### src/rtl/countdown_timer.sv
// Six-digit BCD countdown timer (MM:SS.hh): digit-pair loading, 10 ms decrement,
// stop at zero with a blinking alarm. Every output is a register.
module countdown_timer #(
  parameter int unsigned BLINK_TICKS = 50
) (
  input  logic        clk,
  input  logic        reset,
  input  logic        tick,
  input  logic        start_stop,
  input  logic        load,
  input  logic [1:0]  sel,
  input  logic [7:0]  sw_digits,
  output logic [23:0] digits,
  output logic        running,
  output logic        expired,
  output logic        alarm
);

  typedef enum logic [1:0] {StIdle, StRun, StPause, StDone} state_e;

  localparam logic [7:0] BlinkLast = 8'(BLINK_TICKS - 1);

  state_e      state;
  logic [7:0]  blink_cnt;
  logic [23:0] load_val;
  logic [23:0] dec_val;
  logic        ss_eff;
  logic        at_zero;
  logic        dec_zero;

  function automatic logic [3:0] clamp(input logic [3:0] d, input logic [3:0] max);
    return (d > max) ? max : d;
  endfunction

  // Subtract one hundredth; digit 3 (seconds tens) wraps to 5, all others to 9.
  function automatic logic [23:0] bcd_dec(input logic [23:0] v);
    logic [23:0] r;
    logic [3:0]  d;
    logic        borrow;
    borrow = 1'b1;
    r      = v;
    for (int i = 0; i < 6; i++) begin
      d = v[4*i +: 4];
      if (borrow) begin
        if (d == 4'd0) begin
          d = (i == 3) ? 4'd5 : 4'd9;
        end else begin
          d      = d - 4'd1;
          borrow = 1'b0;
        end
      end
      r[4*i +: 4] = d;
    end
    return r;
  endfunction

  always_comb begin
    load_val = digits;
    unique case (sel)
      2'b00: load_val = '0;
      2'b01: load_val = {digits[23:8], clamp(sw_digits[7:4], 4'd9),
                         clamp(sw_digits[3:0], 4'd9)};
      2'b10: load_val = {digits[23:16], clamp(sw_digits[7:4], 4'd5),
                         clamp(sw_digits[3:0], 4'd9), digits[7:0]};
      2'b11: load_val = {clamp(sw_digits[7:4], 4'd5), clamp(sw_digits[3:0], 4'd9),
                         digits[15:0]};
      default: load_val = digits;
    endcase
  end

  // A coincident load always swallows start_stop, even where the load itself is ignored.
  assign ss_eff   = start_stop & ~load;
  assign dec_val  = bcd_dec(digits);
  assign at_zero  = (digits == 24'd0);
  assign dec_zero = (dec_val == 24'd0);

  always_ff @(posedge clk or negedge reset) begin
    if (!reset) begin
      state     <= StIdle;
      digits    <= '0;
      running   <= 1'b0;
      expired   <= 1'b0;
      alarm     <= 1'b0;
      blink_cnt <= '0;
    end else begin
      unique case (state)
        StIdle: begin
          if (load) begin
            digits <= load_val;
          end else if (start_stop && !at_zero) begin
            state   <= StRun;
            running <= 1'b1;
          end
        end
        StPause: begin
          if (load) begin
            digits <= load_val;
          end else if (start_stop) begin
            state   <= StRun;
            running <= 1'b1;
          end
        end
        StRun: begin
          if (ss_eff) begin
            state   <= StPause;
            running <= 1'b0;
          end else if (tick) begin
            // A zero count (loaded while paused) expires without wrapping.
            if (at_zero || dec_zero) begin
              state     <= StDone;
              digits    <= '0;
              running   <= 1'b0;
              expired   <= 1'b1;
              alarm     <= 1'b1;
              blink_cnt <= '0;
            end else begin
              digits <= dec_val;
            end
          end
        end
        StDone: begin
          if (ss_eff) begin
            state     <= StIdle;
            expired   <= 1'b0;
            alarm     <= 1'b0;
            blink_cnt <= '0;
          end else if (tick) begin
            if (blink_cnt == BlinkLast) begin
              blink_cnt <= '0;
              alarm     <= ~alarm;
            end else begin
              blink_cnt <= blink_cnt + 8'd1;
            end
          end
        end
        default: state <= StIdle;
      endcase
    end
  end

endmodule

### config.mk
export PLATFORM = sky130hd
export DESIGN_NAME = countdown_timer
export DESIGN_NICKNAME = d
export VERILOG_FILES = /design/src/rtl/countdown_timer.sv
export SDC_FILE = /design/constraint.sdc
export NUM_CORES = 1
export LEC_CHECK = 0
export ABC_AREA = 1
export BUFFER_PORTS_ARGS = -buffer_cell sky130_fd_sc_hd__buf_4
export CAP_MARGIN = 25
export CORE_MARGIN = 2
export CORE_UTILIZATION = 45
export CTS_CLUSTER_DIAMETER = 120
export CTS_CLUSTER_SIZE = 25
export DETAILED_ROUTE_END_ITERATION = 8
export PLACE_DENSITY_LB_ADDON = 0.08
export SLEW_MARGIN = 20
export SYNTH_ARGS = -nofsm -noshare
export SYNTH_HDL_FRONTEND = slang
export SYNTH_SLANG_ARGS = --single-unit
### constraint.sdc
create_clock -name clk -period 5.8 [get_ports clk]
set_clock_uncertainty 0.2 [all_clocks]
set_input_delay 1.45 -clock clk [delete_from_list [all_inputs] [get_ports clk]]
set_output_delay 1.45 -clock clk [all_outputs]
set_load 0.02 [all_outputs]
==> impl_metrics.env <==
export IMPL_min_period_over_period_pct=57.42
export IMPL_synth_top_area_share_pct=33.53
export IMPL_drive_gt1_share_pct=16.63
export IMPL_ctsResizeCount=0
export IMPL_setup_tns_ns=0
export IMPL_r2r_start="state[0]"
export IMPL_routed_wl_um=7246
export IMPL_fin_area_mm2=0.003189
export IMPL_met3_usage_pct=4.130
export IMPL_power_internal_uw=800.2
export IMPL_power_net_switching_uw=906.8
export IMPL_post_cts_buffers=0
export IMPL_yosys_register_bits=37
export IMPL_vias=2856
export IMPL_placed_area_mm2=0.003103
export IMPL_crit_required_ns=5.77
export IMPL_overflow=0
export IMPL_clkPwrFrac_pct=11.2
export IMPL_worst_hold_startpoint="running"
export IMPL_min_path_cells=2
export IMPL_cts_buffers=5
export IMPL_rsz0062_at_grt="no"
export IMPL_worstMarginPinSlew_ns=0.6721
export IMPL_grt_pass1_vias=2472
export IMPL_total_power_mw=1.707
export IMPL_drv_cap=0
export IMPL_critPathKind="reg -> reg"
export IMPL_synth_top_cells_by_count="nand2_1 (92), nor2_1 (65), inv_1 (41), dfrtp_1 (37)"
export IMPL_end_kind="flip-flop"
export IMPL_clk_pin_slew_ns=0.07
export IMPL_crit_arrival_ns=3.30
export IMPL_cts_hold_buf=0
export IMPL_r2r_end="digits[11]"
export IMPL_numPortBuffers=41
export IMPL_die_area_mm2=0.006779
export IMPL_die_h_um=82.34
export IMPL_rows=28
export IMPL_synth_fp_nets=424
export IMPL_reg2regPathDepth=9
export IMPL_outcome="finished, final reports clean"
export IMPL_dp_final_hpwl_um=5295
export IMPL_seq_area_frac_synth_pct=33.53
export IMPL_period_minus_slack_ns=3.331
export IMPL_core_area_mm2=0.005921
export IMPL_viasPerCell=5.492
export IMPL_antenna_cells=0
export IMPL_rrSetupSlack_ns=2.47
export IMPL_finalHoldViolCount=0
export IMPL_die_w_um=82.34
export IMPL_slew_violations=0
export IMPL_initial_core_util_pct=46.64
export IMPL_drc=0
export IMPL_critPathLaunchType="flip-flop"
export IMPL_holdWs_ns=0.2785
export IMPL_routedWlPerCell_um=13.93
export IMPL_antenna_found_initial=0
export IMPL_syn_area_mm2=0.002761
export IMPL_yosysUniqueCellTypes=34
export IMPL_ys_async_sr_fraction_pct=100.0
export IMPL_clock_sink_count=37
export IMPL_fillCellCount=612
export IMPL_clk_latency_ns=0.29
export IMPL_slew_headroom_pct=55.19
export IMPL_first_pass_iters=6
export IMPL_peakVddDrop_mv=0.2703
export IMPL_synth_cells=407
export IMPL_yosysTopAreaCell="dfrtp_1"
export IMPL_synth_warnings=0
export IMPL_synth_area_leaders="dfrtp_1 (34%), nand2_1 (13%), nor2_1 (8.8%)"
export IMPL_grt_max_degree=38
export IMPL_postSynthAreaPerCell_um2=6.785
export IMPL_synth_edf_count=0
export IMPL_clockRootBuffer="clkbuf_8"
export IMPL_pin_count=42
export IMPL_area_delta_synth_final_pct=15.50
export IMPL_grt_busiest_layer="met2"
export IMPL_met1_usage_pct=29.75
export IMPL_p_comb_share_pct=59.5
export IMPL_nets=462
export IMPL_yosysMostFrequentCell="nand2_1"
export IMPL_finalWeightedCongestion=0.8910
export IMPL_postRouteAntennaNets=0
export IMPL_p_leak_nw=1.560
export IMPL_hold_path_end="running"
export IMPL_p_seq_share_pct=29.3
export IMPL_globalRouteMet2Util_pct=37.66
export IMPL_clock_path_buffers=2
export IMPL_setup_viol=0
export IMPL_power_density_mw_per_mm2=535.2
export IMPL_crit_fanout=27
export IMPL_hold_class="reg -> reg"
export IMPL_ys_flop_type="dfrtp_1"
export IMPL_sw_frac_of_total_pct=53.12
export IMPL_cts_htree_levels=2
export IMPL_grt_pass1_wl_um=11720
export IMPL_gr_usage_all_layers_pct=22.34
export IMPL_cts_tree="done"
export IMPL_drtIter0Drc=139
export IMPL_fmax_mhz=300.2
-- critical path, cell delays in order, from the launching register on --
cell and delay (ns):
dfrtp_1 0.78, inv_1 0.23, nor2_4 0.57, inv_2 0.23
nand2_1 0.24, nand2_1 0.10, nor2_1 0.31, inv_1 0.26
a31oi_1 0.20, a21oi_1 0.09
-- logic make-up after synthesis --
group,count (synthesis),share of synthesized area (%)
buf+inv,56,8.427
simple gates,235,41.01
xor+xnor,7,2.220
compound gates,70,13.91
flops,37,33.53
fa+ha+maj,2,0.9061
-- flip-flops by register name, summed over array words and instances (netlist names) --
register / flops
alarm: 1
expired: 1
running: 1
digits: 24
state: 2
blink_cnt: 8
-- layer usage --
layer / routed length [µm] / part of all wire [%]
met5: 0 / 0
met4: 65 / 0.90
met3: 388 / 5.4
met2: 3453 / 48
met1: 3339 / 46
-- worst max-delay path by stage --
stage	startpoint	endpoint
3_3_place_gp	load	digits[7]
2_1_floorplan	load	digits[16]
3_5_place_dp	state[0]	digits[11]
5_1_grt	state[0]	digits[11]
6_report	state[0]	digits[11]
4_1_cts	state[0]	digits[11]
-- power groups by stage --
stage                     logic (mW)  clock network (mW)  registers (mW)
after floorplan                0.662                   0           0.560
after global placement         0.999                   0           0.504
after detailed placement        1.01                   0           0.505
after CTS                       1.01               0.192           0.500
after global routing            1.14               0.206           0.519
final                           1.01               0.192           0.501
-- layout by cell type, fill, tap and decap left out, drive strengths merged --
cell type  Yosys  final
xor2           6      6
a22oi          8      8
o31ai          1      1
inv           45     45
o21a           1      1
nand4         26     26
a21oi         28     28
nand3         28     28
nand2         97     97
xnor2          1      1
dfrtp         37     37
buf            6     41
a31oi          1      1
clkinv         1      1
o21ai         30     30
ha             2      2
nor4           1      1
nor2          74     74
nor3           9      9
clkbuf         4      7
o221ai         1      1
-- layout make-up --
type | instances | area (µm²) | share of cell area (%)
Multi-Input combinational cell | 314 | 1603 | 50.26
Clock buffer | 7 | 86.33 | 2.707
Timing Repair Buffer | 41 | 307.8 | 9.651
Inverter | 46 | 172.7 | 5.414
Sequential cell | 37 | 925.9 | 29.03
Tap cell | 75 | 93.84 | 2.942
-- through the flow --
stage / setup slack (ns) / utilization (%) / std cells
after floorplan: 2.960 / - / 407
after global placement: 2.577 / 52.41 / 513
after detailed placement: 2.529 / 52.41 / 513
after CTS: 2.507 / 53.87 / 520
after global routing: 2.203 / 53.87 / 520
final: 2.469 / 53.87 / 520
(Power assumes the default switching activity.)
